$ cat config.mk
export PLATFORM = sky130hd
export DESIGN_NAME = hazard_ctrl
export DESIGN_NICKNAME = d
export VERILOG_FILES = /design/src/rtl/hazard_pkg.sv /design/src/rtl/hazard_ctrl_fwd.sv /design/src/rtl/hazard_ctrl.sv
export SDC_FILE = /design/constraint.sdc
export NUM_CORES = 1
export LEC_CHECK = 0
export BUFFER_PORTS_ARGS = -buffer_cell sky130_fd_sc_hd__buf_2
export CAP_MARGIN = 20
export CELL_PAD_IN_SITES_DETAIL_PLACEMENT = 0
export CELL_PAD_IN_SITES_GLOBAL_PLACEMENT = 1
export CORE_MARGIN = 3
export CORE_UTILIZATION = 40
export CTS_BUF_LIST = sky130_fd_sc_hd__clkbuf_4 sky130_fd_sc_hd__clkbuf_8
export DETAILED_ROUTE_END_ITERATION = 6
export GPL_ROUTABILITY_DRIVEN = 1
export PLACE_DENSITY = 0.87
export SETUP_SLACK_MARGIN = 0.15
export SLEW_MARGIN = 20
export SYNTH_ARGS = -nofsm -noshare
export SYNTH_HDL_FRONTEND = slang
export SYNTH_SLANG_ARGS = --single-unit
$ cat constraint.sdc
create_clock -name clk -period 2.8 [get_ports clk]
set_clock_uncertainty 0.1 [all_clocks]
set_input_delay 0.84 -clock clk [delete_from_list [all_inputs] [get_ports clk]]
set_output_delay 0.84 -clock clk [all_outputs]
set_load 0.01 [all_outputs]
$ cat src/rtl/hazard_pkg.sv
// rtl/hazard_pkg.sv - shared types and constants for the pipeline hazard controller
// Purpose : FSM state encoding, forwarding-select encodings, counter widths and
//           a saturating-increment helper used by hazard_ctrl and fwd_unit.
// Ports   : none (package)
package hazard_pkg;

  typedef enum logic [1:0] {
    ST_RUN      = 2'd0,
    ST_MEM_WAIT = 2'd1,
    ST_ERROR    = 2'd2
  } hz_state_t;

  localparam logic [1:0] SEL_RF  = 2'b00;
  localparam logic [1:0] SEL_MEM = 2'b01;
  localparam logic [1:0] SEL_WB  = 2'b10;

  localparam int REG_W  = 4;
  localparam int CNT_W  = 16;
  localparam int WAIT_W = 16;

  // Increment that sticks at all-ones instead of wrapping.
  function automatic logic [CNT_W-1:0] sat_inc(input logic [CNT_W-1:0] v, input logic en);
    return (en && (v != '1)) ? v + CNT_W'(1) : v;
  endfunction

endpackage

$ cat src/rtl/hazard_ctrl_fwd.sv
// rtl/hazard_ctrl_fwd.sv - per-source operand forwarding select
// Purpose : chooses where one ID-stage source operand comes from.
// Ports   : src       - source register number being read
//           fwd_en    - forwarding enabled
//           mem_wb_en, mem_dest - writer currently in MEM
//           wb_en, wb_dest      - writer currently in WB
//           sel       - SEL_MEM / SEL_WB / SEL_RF
module fwd_unit
  import hazard_pkg::*;
(
  input  logic [REG_W-1:0] src,
  input  logic             fwd_en,
  input  logic             mem_wb_en,
  input  logic [REG_W-1:0] mem_dest,
  input  logic             wb_en,
  input  logic [REG_W-1:0] wb_dest,
  output logic [1:0]       sel
);

  // MEM holds the younger result, so it takes precedence over WB.
  always_comb begin
    sel = SEL_RF;
    if (fwd_en && mem_wb_en && (mem_dest == src)) begin
      sel = SEL_MEM;
    end else if (fwd_en && wb_en && (wb_dest == src)) begin
      sel = SEL_WB;
    end
  end

endmodule

$ cat src/rtl/hazard_ctrl.sv
// rtl/hazard_ctrl.sv - pipeline hazard, branch flush, memory-wait and forwarding control
// Purpose : freezes/flushes pipeline stages for memory waits, load-use hazards and
//           taken branches; selects forwarding paths; counts stalls and flushes.
// Ports   : clk, rst (async, active-low)
//           id_*      - ID-stage sources / validity
//           exe_*, mem_*, wb_* - downstream writers
//           fwd_en, b_taken, mem_req, mem_ready - controls
//           freeze_all, freeze_if, flush_if, flush_id - pipeline control outputs
//           sel_src1, sel_src2 - forwarding selects
//           mem_err   - sticky memory timeout flag
//           stall_cnt, flush_cnt - saturating event counters
module hazard_ctrl
  import hazard_pkg::*;
#(
  parameter int TIMEOUT = 255
) (
  input  logic             clk,
  input  logic             rst,
  input  logic [REG_W-1:0] id_src1,
  input  logic [REG_W-1:0] id_src2,
  input  logic             id_two_src,
  input  logic             id_valid,
  input  logic [REG_W-1:0] exe_dest,
  input  logic             exe_wb_en,
  input  logic             exe_mem_r_en,
  input  logic [REG_W-1:0] mem_dest,
  input  logic             mem_wb_en,
  input  logic [REG_W-1:0] wb_dest,
  input  logic             wb_en,
  input  logic             fwd_en,
  input  logic             b_taken,
  input  logic             mem_req,
  input  logic             mem_ready,
  output logic             freeze_all,
  output logic             freeze_if,
  output logic             flush_if,
  output logic             flush_id,
  output logic [1:0]       sel_src1,
  output logic [1:0]       sel_src2,
  output logic             mem_err,
  output logic [CNT_W-1:0] stall_cnt,
  output logic [CNT_W-1:0] flush_cnt
);

  localparam logic [WAIT_W-1:0] TIMEOUT_W = WAIT_W'(TIMEOUT);

  hz_state_t         state_q, state_d;
  logic [WAIT_W-1:0] wait_q, wait_d;
  logic [CNT_W-1:0]  stall_q, flush_q;

  logic       mem_busy;
  logic       exe_hit, mem_hit;
  logic       load_use, hazard;
  logic [1:0] sel1_raw, sel2_raw;

  assign mem_busy = mem_req & ~mem_ready;

  // A source only matches src2 when the instruction actually reads src2.
  assign exe_hit = (exe_dest == id_src1) | (id_two_src & (exe_dest == id_src2));
  assign mem_hit = (mem_dest == id_src1) | (id_two_src & (mem_dest == id_src2));

  // A load result is never forwardable in time; without forwarding any
  // pending EXE/MEM write to a source must also wait.
  assign load_use = exe_mem_r_en & exe_wb_en & exe_hit;
  assign hazard   = id_valid & (load_use |
                    (~fwd_en & ((exe_wb_en & exe_hit) | (mem_wb_en & mem_hit))));

  fwd_unit u_fwd_src1 (
    .src       (id_src1),
    .fwd_en    (fwd_en),
    .mem_wb_en (mem_wb_en),
    .mem_dest  (mem_dest),
    .wb_en     (wb_en),
    .wb_dest   (wb_dest),
    .sel       (sel1_raw)
  );

  fwd_unit u_fwd_src2 (
    .src       (id_src2),
    .fwd_en    (fwd_en),
    .mem_wb_en (mem_wb_en),
    .mem_dest  (mem_dest),
    .wb_en     (wb_en),
    .wb_dest   (wb_dest),
    .sel       (sel2_raw)
  );

  always_ff @(posedge clk or negedge rst) begin
    if (!rst) begin
      state_q <= ST_RUN;
      wait_q  <= '0;
      stall_q <= '0;
      flush_q <= '0;
    end else begin
      state_q <= state_d;
      wait_q  <= wait_d;
      stall_q <= sat_inc(stall_q, freeze_if | freeze_all);
      flush_q <= sat_inc(flush_q, flush_if);
    end
  end

  always_comb begin
    state_d    = state_q;
    wait_d     = wait_q;
    freeze_all = 1'b0;
    freeze_if  = 1'b0;
    flush_if   = 1'b0;
    flush_id   = 1'b0;

    // The first busy cycle freezes immediately, before the state change lands.
    case (state_q)
      ST_RUN: begin
        if (mem_busy) begin
          freeze_all = 1'b1;
          wait_d     = WAIT_W'(1);
          state_d    = (TIMEOUT <= 1) ? ST_ERROR : ST_MEM_WAIT;
        end
      end
      ST_MEM_WAIT: begin
        if (mem_busy) begin
          freeze_all = 1'b1;
          wait_d     = wait_q + WAIT_W'(1);
          if (wait_d == TIMEOUT_W) begin
            state_d = ST_ERROR;
          end
        end else begin
          wait_d  = '0;
          state_d = ST_RUN;
        end
      end
      ST_ERROR: begin
        freeze_all = 1'b1;
      end
      default: begin
        state_d = ST_RUN;
        wait_d  = '0;
      end
    endcase

    // A taken branch discards the ID instruction anyway, so it needs no stall.
    if (!freeze_all) begin
      if (b_taken) begin
        flush_if = 1'b1;
        flush_id = 1'b1;
      end else if (hazard) begin
        freeze_if = 1'b1;
        flush_id  = 1'b1;
      end
    end

    // Outputs are quiet while reset is held, independent of the inputs.
    if (!rst) begin
      freeze_all = 1'b0;
      freeze_if  = 1'b0;
      flush_if   = 1'b0;
      flush_id   = 1'b0;
    end
  end

  assign sel_src1  = rst ? sel1_raw : SEL_RF;
  assign sel_src2  = rst ? sel2_raw : SEL_RF;
  assign mem_err   = (state_q == ST_ERROR);
  assign stall_cnt = stall_q;
  assign flush_cnt = flush_q;

endmodule

### Yosys cells after proc, flatten, opt, wreduce, memory -nomap -nowiden

Index checks and enable logic that the tools add are counted.

| word-level totals | value |
|---|---|
| bits in registers | 50 |
| bits in latches | 0 |
| bits in writable memories | 0 |
| bits in read-only memories | 0 |
| memories | 0 |

| cells by class | value |
|---|---|
| $add $sub $neg | 3 |
| $mul | 0 |
| div/mod/pow operators | 0 |
| magnitude comparators | 0 |
| eq/ne operators | 13 |
| shift operators | 0 |
| multiplexer cells | 26 |
| bitwise operators | 17 |
| reduce and logical (&&, ||, !) cells | 12 |

Operators with widths:

| operator | number |
|---|---|
| $add 16x1->16 const B | 3 |
| $pmux 16 s3 | 1 |
| $mux 16 | 2 |
| $ne 16x16->1 const B | 2 |
| $eq 4x4->1 | 6 |
| $mux 2 | 9 |
| $eq 16x8->1 const B | 1 |
| $mux 1 | 12 |
| $and 1x1->1 | 9 |
| $logic_and 1x1->1 | 8 |
| $pmux 2 s3 | 1 |
| $or 1x1->1 | 5 |
| $ne 3x3->1 const B | 1 |
| $not 1->1 | 3 |
| $reduce_and 3->1 | 1 |
| $eq 2x1->1 const B | 1 |
| $eq 2x2->1 const B | 1 |
| $logic_not 2->1 | 1 |
| $ne 2x2->1 const B | 1 |
| $pmux 1 s2 | 1 |
| $reduce_and 2->1 | 1 |
| $reduce_or 2->1 | 1 |

### Depth between registers and ports, before layout

Gate-level depths: netlist of run 1.

| logic depth | value |
|---|---|
| word-level depth | 14 |
| mapped depth | 8 |

### By module

From an unflattened synthesis of run 1, not the netlist that was laid out.

| second synthesis, totals | value |
|---|---|
| cell total of the unflattened synthesis | 326 |
| area total of the unflattened synthesis | 3103.0 µm² |

By module, submodules not included:

| module | times used | cells an instance | area each (µm²) | sequential area each (µm²) |
|---|---|---|---|---|
| hazard_ctrl | 1 | 298 | 2860.2 | 1251.2 |
| fwd_unit | 2 | 14 | 121.4 | 0.0 |

### Least setup slack after synthesis of run 1

Ideal clock, no wire load.

| timing path | value |
|---|---|
| kind | input -> output |
| start | input mem_dest[0] |
| end | output freeze_if |
| arrival time | 1.934 ns |
| required time | 1.860 ns |
| path slack | -0.074 ns |
| cell stages on the path | 5 |
| buffers on the path | 0 |
| path through | xnor2_1 nand4_1 o32ai_2 nor2_1 nor4b_1 |

| on the way | value |
|---|---|
| cells in the longest elaborated chain, start to end | 12 |
| elaborated cells between the ends (all ways) | 13 |
| classes of those cells | eq/ne: 2; mux: 4; bitwise: 7 |

RTL lines:

| element | RTL line | RTL |
|---|---|---|
| start, declared | hazard_ctrl.sv:26 | `input logic [REG_W-1:0] mem_dest,` |
| $eq 4x4->1 | hazard_ctrl.sv:60 | `assign mem_hit = (mem_dest == id_src1) \| (id_two_src & (mem_dest == id_src2));` |
| $and 1x1->1 | hazard_ctrl.sv:60 |  |
| $or 1x1->1 (*) | hazard_ctrl.sv:60 |  |
| $and 1x1->1 (*) | hazard_ctrl.sv:66 | `(~fwd_en & ((exe_wb_en & exe_hit) \| (mem_wb_en & mem_hit))));` |
| $or 1x1->1 (*) | hazard_ctrl.sv:66 |  |
| $and 1x1->1 (*) | hazard_ctrl.sv:66 |  |
| $or 1x1->1 (*) | hazard_ctrl.sv:65 | `assign hazard = id_valid & (load_use \|` |
| $and 1x1->1 (*) | hazard_ctrl.sv:65 |  |
| $mux 1 (*) | hazard_ctrl.sv:145 | `end else if (hazard) begin` |
| $mux 1 (*) | hazard_ctrl.sv:142 | `if (b_taken) begin` |
| $mux 1 (*) | hazard_ctrl.sv:141 | `if (!freeze_all) begin` |
| $mux 1 (*) | hazard_ctrl.sv:152 | `if (!rst) begin` |
| end, declared | hazard_ctrl.sv:35 | `output logic freeze_if,` |

Mark *: on every way between the ends. The rest lies on a longest branch, timed or not.

### Worst setup path in the final report of run 1

| timing path | value |
|---|---|
| start | input id_src1[2] |
| end | output freeze_if |

| on the way | value |
|---|---|
| cells in the longest elaborated chain, start to end | 11 |
| elaborated cells between the ends (all ways) | 15 |
| classes of those cells | eq/ne: 2; mux: 4; bitwise: 9 |

RTL lines:

| element | RTL line | RTL |
|---|---|---|
| start, declared | hazard_ctrl.sv:19 | `input logic [REG_W-1:0] id_src1,` |
| $eq 4x4->1 (on tied branches) | hazard_ctrl.sv:59, hazard_ctrl.sv:60 |  |
| $or 1x1->1 (on tied branches) | hazard_ctrl.sv:59, hazard_ctrl.sv:60 |  |
| $and 1x1->1 | hazard_ctrl.sv:66 |  |
| $or 1x1->1 | hazard_ctrl.sv:66 |  |
| $and 1x1->1 | hazard_ctrl.sv:66 |  |
| $or 1x1->1 (*) | hazard_ctrl.sv:65 |  |
| $and 1x1->1 (*) | hazard_ctrl.sv:65 |  |
| $mux 1 (*) | hazard_ctrl.sv:145 |  |
| $mux 1 (*) | hazard_ctrl.sv:142 |  |
| $mux 1 (*) | hazard_ctrl.sv:141 |  |
| $mux 1 (*) | hazard_ctrl.sv:152 |  |

Marked as above.

==> impl_metrics.csv, run 1 <==
group,metric,value,unit
synth,yosys_warnings,0,
critical_path,critPathRequiredTime,1.86,ns
sta,fin_crit_sh,107.9,%
hold_path,hp-class,"input pin to asynchronous set/reset pin",
sta,setup_tns,-0.4300,ns
synth,synth-seq-cells,50,
clock_tree,h-tree-depth,2,
critical_path,cp-end-kind,"primary output",
clock_tree,cts.sinks,50,
layout,final_cell_count_no_fill,514,
sta,setup_violations,4,
floorplanning,rows,31,
route,avgRoutedWirePerCell,15.06,µm
synth,ys_types,47,
sta,layout_setup_ws,-0.2223,ns
sta,fmax,0.3309,GHz
clock_tree,cts.path.max_buffers,2,
sta,maxSlewViolCount,0,
sta,period_needed,3.022,ns
clock_tree,cts_buffers,5,
sta,tightest_slew,0.6748,ns
synth,synthArstFlopShare,100.0,%
sta,hold_viol_final,0,
route,drc,0,
status,outcome,"finished, violations left",
power_and_ir_drop,pwr-share-comb,19.7,%
grt,grt_pass1_wl,12.64,mm
grt,grt_pass1_vias,2747,
placed_design,dp_hpwl,5.632,mm
clock_tree,cts-root-buf,"clkbuf_8",
grt,antenna_found_initial,0,
placed_design,gp_congestion,0.8985,
placed_design,place_worst_setup_slack,-0.2856,ns
route,initialDrtViolationCount,129,
critical_path,start_kind,"input pin",
synth,synthCells,319,
layout,diodes,0,
power_and_ir_drop,peakVddDrop,0.0002789,V
synth,synth_fp_nets,355,
power_and_ir_drop,p_int,1.227,mW
layout,fillers,647,
layout,syn_to_final_growth,33.05,%
layout,layout_common_cells,"buf_2, dfrtp_1, xnor2_1",
layout,final_common_cell,"buf_2",
clock_tree,clk_pin_slew,0.09,ns
floorplanning,fp.dieW,93.35,µm
power_and_ir_drop,switching_share,29.06,%
power_and_ir_drop,clkPwrFrac,30.2,%
floorplanning,io_pins,73,
layout,num-nets-final,450,
grt,grt_max_degree,23,
clock_tree,postCtsHoldBufs,0,
synth,synthFlopType,"dfrtp_1",
route,first_pass_iters,4,
power_and_ir_drop,p_leak,1.880,nW
synth,syn_area_per_cell,9.566,µm²
placed_design,placedCellCount,503,
grt,grtUsageTotal,17.80,%
run,max_cap_viol_count,0,
power_and_ir_drop,finalPower,1.729,mW
grt,grt-ovfl-total,0,
clock_tree,cts_tree,"done",
power_and_ir_drop,seq_power_share,50.1,%
layout,drive_gt1_share,35.18,%
power_and_ir_drop,power_switching,502.5,µW
clock_tree,clock_latency,0.31,ns
synth,synth_seq_area_share,41.00,%
sta,timing.hold.ws,0.2470,ns
critical_path,critical_path_arrival,2.08,ns
floorplanning,initial_core_util,41.63,%
placed_design,placed_area,3676,µm²
layout,design_area,4060,µm²
route,ant_nets,0,
synth,synth_area,3052,µm²
critical_path,r2r_start,"wait_q[1]",
sta,relSlewSlack,54.71,%
route,postRouteWirelength,7.739,mm
status,violations,"setup timing",
critical_path,setup.worst_path.start,"id_src1[2]",
route,vias_per_cell,5.428,
power_and_ir_drop,p_per_area,425.9,nW/µm²
layout,utilization,55.38,%
critical_path,crit_type,"input pin to primary output",
route,via_count,2790,
floorplanning,core_area,7331,µm²
synth,synth_edf_count,0,
floorplanning,die_area,8713,µm²
floorplanning,die_h,93.35,µm
placed_design,port-buffer-count,72,
sta,rsz0062_at_grt,"yes",
critical_path,path_max_fanout,3,
## state kept, by name, indices dropped and copies added, names as in the netlist
register,count
flush_cnt,16
stall_cnt,16
state_q,2
wait_q,16
## kinds of logic (layout without fill, tap and decap cells)
group / Yosys count / after routing / synth area share (%)
simple gates: 119 / 119 / 21.03
xor+xnor: 69 / 69 / 19.80
flops: 50 / 50 / 41.00
compound gates: 47 / 47 / 11.65
buf+inv: 28 / 124 / 4.141
fa+ha+maj: 4 / 4 / 1.640
mux: 2 / 2 / 0.7380
## metal layers
metal / global-route usage (%) / vias up / wire (µm)
met5: 0 / - / 0
met4: 4.274 / 0 / 107
met3: 4.586 / 13 / 489
met2: 30.26 / 85 / 3858
met1: 22.60 / 1354 / 3284
li1: - / 1338 / -
## layout make-up
class                           count  area [µm²]  share of cell area, %
Inverter                           14       52.55                  1.294
Clock buffer                        6       76.32                  1.880
Multi-Input combinational cell    241        1846                  45.45
Timing Repair Buffer              102       673.1                  16.58
Tap cell                           99       123.9                  3.051
Sequential cell                    50        1251                  30.82
Clock inverter                      2       37.54                 0.9245
## cell usage after synthesis, types with 2 or more instances
master	instances	area (µm²)
a2111oi_1	4	40.04
a211oi_1	9	67.56
a21oi_1	3	15.01
and3_1	10	62.56
buf_2	3	15.01
buf_6	2	22.52
clkbuf_1	7	26.28
clkbuf_2	2	10.01
dfrtp_1	50	1251
ha_1	4	50.05
inv_1	14	52.55
mux2_2	2	22.52
nand2_1	30	112.6
nand3_1	24	120.1
nand4_1	20	125.1
nor2_1	13	48.80
nor3_1	6	30.03
nor4_1	5	31.28
o21ai_0	4	20.02
o21ai_1	2	10.01
o22ai_1	10	62.56
o2bb2ai_1	3	26.28
xnor2_1	45	394.1
xor2_1	24	210.2
## critical path: stages
cell and delay [ns]:
buf_8 0.11, xnor2_2 0.18, nand4_1 0.19, o32ai_2 0.27
nor2_1 0.08, nor4b_2 0.25, buf_2 0.17
## final timing paths
check                                 to  slack, ns  depth (start not counted)
min in group clk            flush_cnt[7]       0.39                          1
hold / removal                state_q[1]       0.25                          1
hold reg to reg             flush_cnt[7]       0.39                          1
setup / recovery               freeze_if      -0.22                          7
setup reg to reg              state_q[0]       0.39                          7
max in group asynchronous  flush_cnt[14]       1.84                          2
## what timing repair did
item / CTS / global route
pin swaps: 19 / 6
buffers inserted: 3 / 0
resized for setup: 35 / 18
endpoints found under the setup margin: 7 / 13
cloned: 0 / 0
## power groups by stage
stage,Clock (mW),Combinational [mW],Sequential [mW]
global placement,0,0.299,0.877
finish,0.522,0.341,0.866
global route,0.563,0.377,0.882
CTS,0.529,0.332,0.866
floorplan,0,0.132,0.889
detailed placement,0,0.305,0.881
(Power assumes the default switching activity.)
==> inputs of run 2 (changes only) <==
==> constraint.sdc (replaced) <==
create_clock -name clk -period 3.92 [get_ports clk]
set_clock_uncertainty 0.1 [all_clocks]
set_input_delay 1.176 -clock clk [delete_from_list [all_inputs] [get_ports clk]]
set_output_delay 1.176 -clock clk [all_outputs]
set_load 0.01 [all_outputs]
==> run 2 against run 1 <==
Net effect:
- the run now ends clean
- final cell count decreased by 3.7%
- core utilization decreased by 4.6 points
- sequential share of layout area increased by 2.8 points
- first-iteration DRC count decreased by 26%
- global-route usage decreased by 1.2 points
- non-clock buffer count decreased by 19
- setup slack improved by 0.50 ns
- hold slack improved by 0.15 ns
- routed wire length decreased by 7.8%
- highest routed layer unchanged
==> impl_metrics.csv, run 2 (same netlist as run 1, synthesis figures left out) <==
group,metric,value,unit
status,outcome,"complete, no violations",
sta,rsz0062_at_grt,"no",
route,vias_per_cell,5.271,
sta,fmax,0.2744,GHz
critical_path,critPathRequiredTime,2.64,ns
critical_path,path_max_fanout,2,
power_and_ir_drop,finalPower,1.209,mW
clock_tree,cts.path.max_buffers,2,
route,ant_nets,0,
placed_design,gp_congestion,0.8622,
power_and_ir_drop,peakVddDrop,0.0002485,V
critical_path,reg2regPathDepth,7,
grt,grt-ovfl-total,0,
layout,drive_gt1_share,27.02,%
critical_path,crit_type,"input pin to primary output",
route,via_count,2609,
clock_tree,cts_buffers,5,
placed_design,port-buffer-count,72,
sta,maxSlewViolCount,0,
critical_path,critical_path_arrival,2.37,ns
floorplanning,core_area,7331,µm²
grt,grt_max_degree,42,
clock_tree,cts.sinks,50,
hold_path,min_path_cells,1,
sta,setup_tns,0,ns
route,avgRoutedWirePerCell,14.41,µm
clock_tree,postCtsHoldBufs,0,
floorplanning,die_area,8713,µm²
layout,syn_to_final_growth,21.98,%
sta,hold_viol_final,0,
critical_path,cp-end-kind,"primary output",
sta,fin_crit_sh,92.96,%
route,initialDrtViolationCount,95,
grt,antenna_found_initial,0,
layout,layout_common_cells,"buf_2, dfrtp_1, xnor2_1",
route,drc,0,
route,first_pass_iters,4,
grt,grt_pass1_vias,2587,
clock_tree,clock_latency,0.31,ns
layout,utilization,50.78,%
layout,diodes,0,
critical_path,start_kind,"input pin",
clock_tree,h-tree-depth,2,
sta,relSlewSlack,56.74,%
route,postRouteWirelength,7.134,mm
grt,grtUsageTotal,16.61,%
sta,timing.hold.ws,0.3940,ns
power_and_ir_drop,p_leak,1.728,nW
floorplanning,rows,31,
floorplanning,initial_core_util,41.63,%
layout,num-nets-final,431,
clock_tree,cts_tree,"done",
sta,tightest_slew,0.6445,ns
clock_tree,clk_pin_slew,0.09,ns
run,max_cap_viol_count,0,
hold_path,hp-class,"flip-flop to flip-flop",
power_and_ir_drop,p_per_area,324.7,nW/µm²
layout,final_common_cell,"buf_2",
floorplanning,fp.dieW,93.35,µm
floorplanning,die_h,93.35,µm
placed_design,dp_hpwl,5.251,mm
clock_tree,cts-root-buf,"clkbuf_8",
sta,setup_violations,0,
sta,period_needed,3.644,ns
floorplanning,io_pins,73,
grt,grt_pass1_wl,11.87,mm
-- run 2: final timing paths --
check                           slack [ns]          from            end
worst max-delay path                  0.28   mem_dest[1]       flush_id
worst min-delay path                  0.39  flush_cnt[7]   flush_cnt[7]
worst max register to register        1.41    state_q[0]  stall_cnt[10]
worst min register to register        0.39  flush_cnt[7]   flush_cnt[7]
max in group asynchronous             2.23           rst     wait_q[10]
min in group asynchronous             0.66           rst      wait_q[2]
-- run 2: worst max-delay path, stage by stage --
cell,delay (ns)
buf_4,0.13
xnor2_2,0.12
nand4_1,0.15
o32ai_2,0.26
buf_4,0.16
o21ai_0,0.07
a21oi_1,0.15
buf_2,0.15
-- run 2: power by group --
group	internal, mW	leakage (nW)	switching (mW)
registers	0.556	0.668	0.0671
logic	0.104	1.01	0.110
clock network	0.197	0.0548	0.173
total	0.858	1.73	0.351
-- run 2: per-layer routing --
layer / global-route usage, % / vias up / wire length [µm]
li1: - / 1298 / -
met1: 22.21 / 1244 / 3311
met2: 27.40 / 62 / 3438
met3: 3.459 / 5 / 334
met4: 4.274 / 0 / 49
met5: 0 / - / 0
-- run 2: area by class of cell --
class                      instances  area (µm²)
clock inverter                     2       37.54
timing repair buffer              83       470.5
multi-input combinational        241        1710
sequential                        50        1251
inverter                          14       52.55
fill                             690        3608
tap                               99       123.9
clock buffer                       6       76.32
-- run 2: repair_timing --
item / 4_1_cts / 5_1_grt
hold endpoints to repair: 0 / 0
pin swaps: 2 / 9
buffers inserted: 2 / 1
endpoints found under the setup margin: 1 / 2
resized for setup: 0 / 15
-- run 2: metrics by stage --
step / setup slack (ns) / cells / area, µm²
floorplan: 0.3741 / 319 / 3052
global placement: 0.1732 / 483 / 3515
detailed placement: 0.1448 / 483 / 3515
CTS: 0.1731 / 493 / 3643
global route: 0.1528 / 495 / 3722
finish: 0.2758 / 495 / 3722
